--- src/rtl/pc_gen_if.sv ---
// Fetch request channel between the PC generator and instruction memory.
// The master side (pc_gen) drives the request and address; memory answers with ready.
interface pc_gen_if #(
    parameter int XLEN = 32
);
    logic            imem_req_valid;
    logic            imem_req_ready;
    logic [XLEN-1:0] imem_addr;

    modport master (
        output imem_req_valid,
        output imem_addr,
        input  imem_req_ready
    );

    modport slave (
        input  imem_req_valid,
        input  imem_addr,
        output imem_req_ready
    );
endinterface

--- src/rtl/pc_gen.sv ---
// Fetch program-counter generator.
// Holds the architectural fetch PC and offers it to instruction memory
// through a valid/ready request. Redirects (trap, JALR, JAL, taken branch)
// are computed from the execute-stage PC. A misaligned control-transfer
// target parks the generator in FAULT until a trap redirect arrives.
module pc_gen #(
    parameter int              XLEN      = 32,
    parameter logic [XLEN-1:0] RESET_VEC = '0,
    parameter int              IALIGN    = 4
) (
    input  logic            clk,
    input  logic            reset_n,
    input  logic            i_stall,
    input  logic            i_trap_en,
    input  logic [XLEN-1:0] i_trap_vec,
    input  logic            i_jalr_en,
    input  logic [XLEN-1:0] i_rs1,
    input  logic            i_jal_en,
    input  logic            i_br_taken,
    input  logic [XLEN-1:0] i_ex_pc,
    input  logic [XLEN-1:0] i_imm,
    pc_gen_if.master        imem,
    output logic            o_flush,
    output logic            o_misalign,
    output logic [XLEN-1:0] o_bad_addr
);

    typedef enum logic [1:0] {
        S_BOOT  = 2'd0,
        S_RUN   = 2'd1,
        S_FAULT = 2'd2
    } state_t;

    localparam logic [XLEN-1:0] JALR_MASK = {{(XLEN-1){1'b1}}, 1'b0};
    localparam logic [XLEN-1:0] PC_STEP   = XLEN'(4);

    state_t          r_state;
    logic [XLEN-1:0] r_pc;
    logic [XLEN-1:0] r_bad_addr;
    logic            r_flush;
    logic            r_misalign;

    logic [XLEN-1:0] w_jalr_tgt;
    logic [XLEN-1:0] w_rel_tgt;
    logic [XLEN-1:0] w_tgt;
    logic            w_redirect;
    logic            w_tgt_misaligned;
    logic            w_req_valid;
    logic            w_fire;

    // Redirect target selection; JALR outranks JAL/branch when both are raised.
    always_comb begin
        w_jalr_tgt       = (i_rs1 + i_imm) & JALR_MASK;
        w_rel_tgt        = i_ex_pc + i_imm;
        w_tgt            = i_jalr_en ? w_jalr_tgt : w_rel_tgt;
        w_redirect       = i_jalr_en | i_jal_en | i_br_taken;
        w_tgt_misaligned = (IALIGN == 2) ? w_tgt[0] : (|w_tgt[1:0]);
        w_req_valid      = (r_state == S_RUN) && !i_stall;
        w_fire           = w_req_valid && imem.imem_req_ready;
    end

    assign imem.imem_req_valid = w_req_valid;
    assign imem.imem_addr      = r_pc;
    assign o_flush             = r_flush;
    assign o_misalign          = r_misalign;
    assign o_bad_addr          = r_bad_addr;

    // Control FSM: PC update, fault entry/exit and the registered pulse outputs.
    // A redirect replaces the PC even if the current request was not accepted;
    // that request is simply dropped.
    always_ff @(posedge clk or negedge reset_n) begin
        if (!reset_n) begin
            r_state    <= S_BOOT;
            r_pc       <= RESET_VEC;
            r_bad_addr <= '0;
            r_flush    <= 1'b0;
            r_misalign <= 1'b0;
        end else begin
            r_flush    <= 1'b0;
            r_misalign <= 1'b0;
            case (r_state)
                S_BOOT: begin
                    r_state <= S_RUN;
                end
                S_RUN: begin
                    if (i_trap_en) begin
                        r_pc    <= i_trap_vec;
                        r_flush <= 1'b1;
                    end else if (w_redirect) begin
                        r_flush <= 1'b1;
                        if (w_tgt_misaligned) begin
                            r_misalign <= 1'b1;
                            r_bad_addr <= w_tgt;
                            r_state    <= S_FAULT;
                        end else begin
                            r_pc <= w_tgt;
                        end
                    end else if (w_fire) begin
                        r_pc <= r_pc + PC_STEP;
                    end
                end
                S_FAULT: begin
                    if (i_trap_en) begin
                        r_pc    <= i_trap_vec;
                        r_flush <= 1'b1;
                        r_state <= S_RUN;
                    end
                end
                default: begin
                    r_state <= S_BOOT;
                end
            endcase
        end
    end

endmodule

--- src/flat_wrapper.sv ---
// flat-port wrapper written by rule: the top's interface ports become plain ports
module pc_gen_flat 
#(
    parameter int              XLEN      = 32,
    parameter logic [XLEN-1:0] RESET_VEC = '0,
    parameter int              IALIGN    = 4
)
  (clk, reset_n, i_stall, i_trap_en, i_trap_vec, i_jalr_en, i_rs1, i_jal_en, i_br_taken, i_ex_pc, i_imm, o_flush, o_misalign, o_bad_addr, imem_imem_req_valid, imem_imem_addr, imem_imem_req_ready);
  pc_gen_if #(.XLEN(XLEN)) imem_i ();
  input  logic clk;
  input  logic reset_n;
  input  logic i_stall;
  input  logic i_trap_en;
  input  logic [XLEN-1:0] i_trap_vec;
  input  logic i_jalr_en;
  input  logic [XLEN-1:0] i_rs1;
  input  logic i_jal_en;
  input  logic i_br_taken;
  input  logic [XLEN-1:0] i_ex_pc;
  input  logic [XLEN-1:0] i_imm;
  output logic o_flush;
  output logic o_misalign;
  output logic [XLEN-1:0] o_bad_addr;
  output wire logic [$bits(imem_i.imem_req_valid)-1:0] imem_imem_req_valid;
  output wire logic [$bits(imem_i.imem_addr)-1:0] imem_imem_addr;
  input wire logic [$bits(imem_i.imem_req_ready)-1:0] imem_imem_req_ready;
  assign imem_imem_req_valid = imem_i.imem_req_valid;
  assign imem_imem_addr = imem_i.imem_addr;
  assign imem_i.imem_req_ready = imem_imem_req_ready;
  pc_gen #(.XLEN(XLEN), .RESET_VEC(RESET_VEC), .IALIGN(IALIGN)) u_core (.clk(clk), .reset_n(reset_n), .i_stall(i_stall), .i_trap_en(i_trap_en), .i_trap_vec(i_trap_vec), .i_jalr_en(i_jalr_en), .i_rs1(i_rs1), .i_jal_en(i_jal_en), .i_br_taken(i_br_taken), .i_ex_pc(i_ex_pc), .i_imm(i_imm), .imem(imem_i), .o_flush(o_flush), .o_misalign(o_misalign), .o_bad_addr(o_bad_addr));
endmodule
--- config.mk ---
export PLATFORM = sky130hd
export DESIGN_NAME = pc_gen_flat
export DESIGN_NICKNAME = d
export VERILOG_FILES = /design/src/rtl/pc_gen_if.sv /design/src/rtl/pc_gen.sv /design/src/flat_wrapper.sv
export SDC_FILE = /design/constraint.sdc
export NUM_CORES = 1
export LEC_CHECK = 0
export BUFFER_PORTS_ARGS = -buffer_cell sky130_fd_sc_hd__buf_2
export CAP_MARGIN = 15
export CORE_AREA = 2 2 122 124
export CTS_CLUSTER_DIAMETER = 80
export DETAILED_ROUTE_END_ITERATION = 10
export DIE_AREA = 0 0 124 126
export MAX_ROUTING_LAYER = met4
export PLACE_DENSITY = 0.89
export REMOVE_ABC_BUFFERS = 1
export SYNTH_ARGS = -nofsm -noshare
export SYNTH_HDL_FRONTEND = slang
export SYNTH_SLANG_ARGS = --single-unit
--- constraint.sdc ---
create_clock -name clk -period 2.77 [get_ports clk]
set_input_delay 0.277 -clock clk [delete_from_list [all_inputs] [get_ports clk]]
set_output_delay 0.277 -clock clk [all_outputs]
set_load 0.02 [all_outputs]
==> flow_summary.toml <==
[clock_tree]
cts-htree-levels = 3
cts-root-buf = "clkbuf_16"
cts_tree = "built"
postCtsSetupRepairBufs = 0
cts-buffers-inserted = 9
clkSlewWorstSetupHoldPaths_ps = 60
clock-sinks = 68
clk_latency_ps = 340
cts_max_path_buffers = 2

[critical_path]
crit_type = "in -> reg"
slowest_stage = "fa_1"
crit_family = "compound AO/OA/AOI/OAI gates"
required_ps = 2980
critical-path-max-stage-delay_ps = 410
worstPathMaxFanout = 3
r2r_slack_ps = 320
cp.arrival_ps = 2880
crit_buf_inv = 2
critical_path.cell_chain = "buf_2 -> ha_1 -> fa_1 -> a21o_1 -> buf_4 -> a22o_1 -> o21ai_2 -> o211ai_1 -> a311oi_1 -> xor2_1 -> o2111a_1 -> o21ai_0"
endpoint_kind = "register"
start_kind = "primary input"

[cells_and_area]
nFillCells = 1245
n_antenna_cell = 0
drive_above_1_share_pct = 26.82
regArea_mm2 = 0.001702
syn_to_final_growth_pct = 28.77
nNetsFinal = 1518
multi_input_area_mm2 = 0.005789

[floorplan]
core-area_mm2 = 0.01431
dieArea_mm2 = 0.01562
ios = 203
fp.dieH_um = 126
row_count = 44
start_util_pct = 54.14
die_width_um = 124

[global_route]
grt_pass1_wl_mm = 44.03
antenna_found_initial = 0
grt_max_degree = 69
grt_usage_pct = 36.88
grt_pass1_vias = 8659
grt-ovfl-total = 0

[synthesis]
synth_common_cells = "136 x nand2_1, 101 x nor2_1, 94 x o21ai_0, 93 x a21oi_1, 68 x dfrtp_1"
yosys_warnings = 0
synth_edf_count = 0
netlist_area_mm2 = 0.007750
async_reset_ff_share_pct = 100.0
syn_area_per_cell_um2 = 7.452
yosysMostFrequentCell = "nand2_1"
ys_seq_area_share_pct = 21.96
yosysTopAreaCellShare_pct = 21.96
synth_cell_type_count = 74
ys_top_cells_by_area = "dfrtp_1 22%, ha_1 10%, nand2_1 6.6%, o21ai_0 6.1%, a21oi_1 6.0%"
ys.flop_type = "dfrtp_1"
yosysTopAreaCell = "dfrtp_1"
syn_inst = 1040
ys_seq_elements = 68

[placement]
gp_congestion = 1.019
io_buffers = 202
dp_hpwl_mm = 22.82

[detailed_routing]
antenna_left = 0
drtIter0Drc = 1208
post-route-drc-count = 0
first_pass_iters = 6
routed_wl_mm = 28.28
avgViaCountPerCell = 6.256
vias = 9409
wl_per_cell_um = 18.80

[power]
irDropWorstVdd_mv = 0.4153
finalPower_uw = 7755
power_density_mw_per_mm2 = 777.1
leakage_uw = 0.004740

[run]
drv_cap = 0

[timing]
fin_worst_skew_ps = 7.316
tightestPinTransition_ps = 576.7
period_share_pct = 96.09
hold_viol = 0
slew_viol_final = 0
grt_setup_unrepaired = "true"
setup-violations-final = 0
whs_ps = 220.4
fmax_mhz = 375.7
period_needed_ps = 2662
maxSlewHeadroom_pct = 61.20

[hold_path]
hold_class = "in -> reg"

[outcome]
outcome = "finished clean"
[power by group]
group          internal (uW)  total [uW]  switching [uW]
sequential              1480        1990             504
clock                    626        1080             455
combinational           1860        4690            2830
[cells by family after synthesis]
kind of cell,after synthesis,synth area share [%]
AOI/OAI and AO/OA,371,31.09
and+or+nand+nor,370,21.75
buffers and inverters,75,3.729
xor gates and xnor gates,69,7.798
DFF,68,21.96
adders and majority gates,67,11.01
muxes,20,2.664
[repair_timing]
item | CTS | global route
setup endpoints to repair | 0 | 16
resized for setup | 0 | 7
hold endpoints to repair | 68 | 0
hold buffers | 1 | 0
[routing by layer]
| metal | share of wire [%] | global-route usage, % |
|---|---|---|
| met1 | 43 | 50.75 |
| met2 | 44 | 55.17 |
| met3 | 9.9 | 5.933 |
| met4 | 3.1 | 12.29 |
| met5 | 0 | - |
[path summary, 6_finish.rpt]
kind                                       startpoint                   endpoint  cells past startpoint
worst min register to register  u_core.o_bad_addr[29]      u_core.o_bad_addr[29]                      2
min in group asynchronous                     reset_n   u_core.imem.imem_addr[6]                      3
max in group asynchronous                     reset_n      u_core.o_bad_addr[31]                      3
worst max-delay path                       i_ex_pc[0]      u_core.o_bad_addr[30]                     12
worst min-delay path                   i_trap_vec[10]  u_core.imem.imem_addr[10]                      3
worst max register to register      u_core.r_state[1]  u_core.imem.imem_addr[12]                     11
[state kept, by name (all words and copies together), names as in the netlist]
signal	flops
u_core.o_misalign	1
u_core.o_bad_addr	32
u_core.imem.imem_addr	32
u_core.o_flush	1
u_core.r_state	2
[layout by cell type (no fill, tap or decap), types with 9 or more instances in the layout]
cell and n:
dfrtp_1 68, o211ai_1 13, buf_4 115, nor3_1 19, xor2_1 30, a21oi_1 92, nor2_1 100, nand2_1 136
nand3_1 32, a21o_1 28, mux2i_1 14, a31oi_1 21, xnor2_1 39, buf_2 202, and3_1 12, inv_1 20
o21a_1 9, nand4_1 21, a211oi_1 15, ha_1 65, o21ai_0 92, o21bai_1 10, clkbuf_16 9
[worst min-delay path, stage by stage]
cell,delay [ps]
buf_2,80
a32oi_1,100
nand2_1,70
[per-stage QoR]
stage / setup WS [ps] / utilization, % / setup TNS (ps) / cells / cell area (um^2)
after global placement: -280.9 / 67.52 / -3264 / 1487 / 9664
final: 108.3 / 69.72 / 0 / 1504 / 9980
after floorplan: -1137 / - / -24950 / 985 / 7536
after CTS: 36.36 / 69.54 / 0 / 1504 / 9953
after global routing: -33.68 / 69.72 / -75.92 / 1504 / 9980
after detailed placement: -305.9 / 67.52 / -4845 / 1487 / 9664
[cell type report]
cell class,count,share of cell area (%)
clock buffers,10,2.395
clock inverters,6,0.4012
inverters,20,0.7523
multi-input cells,897,58.01
flip-flops and latches,68,17.05
well taps,184,2.307
repair buffers,319,19.08
Note: power is estimated with default switching activity, not from simulation.
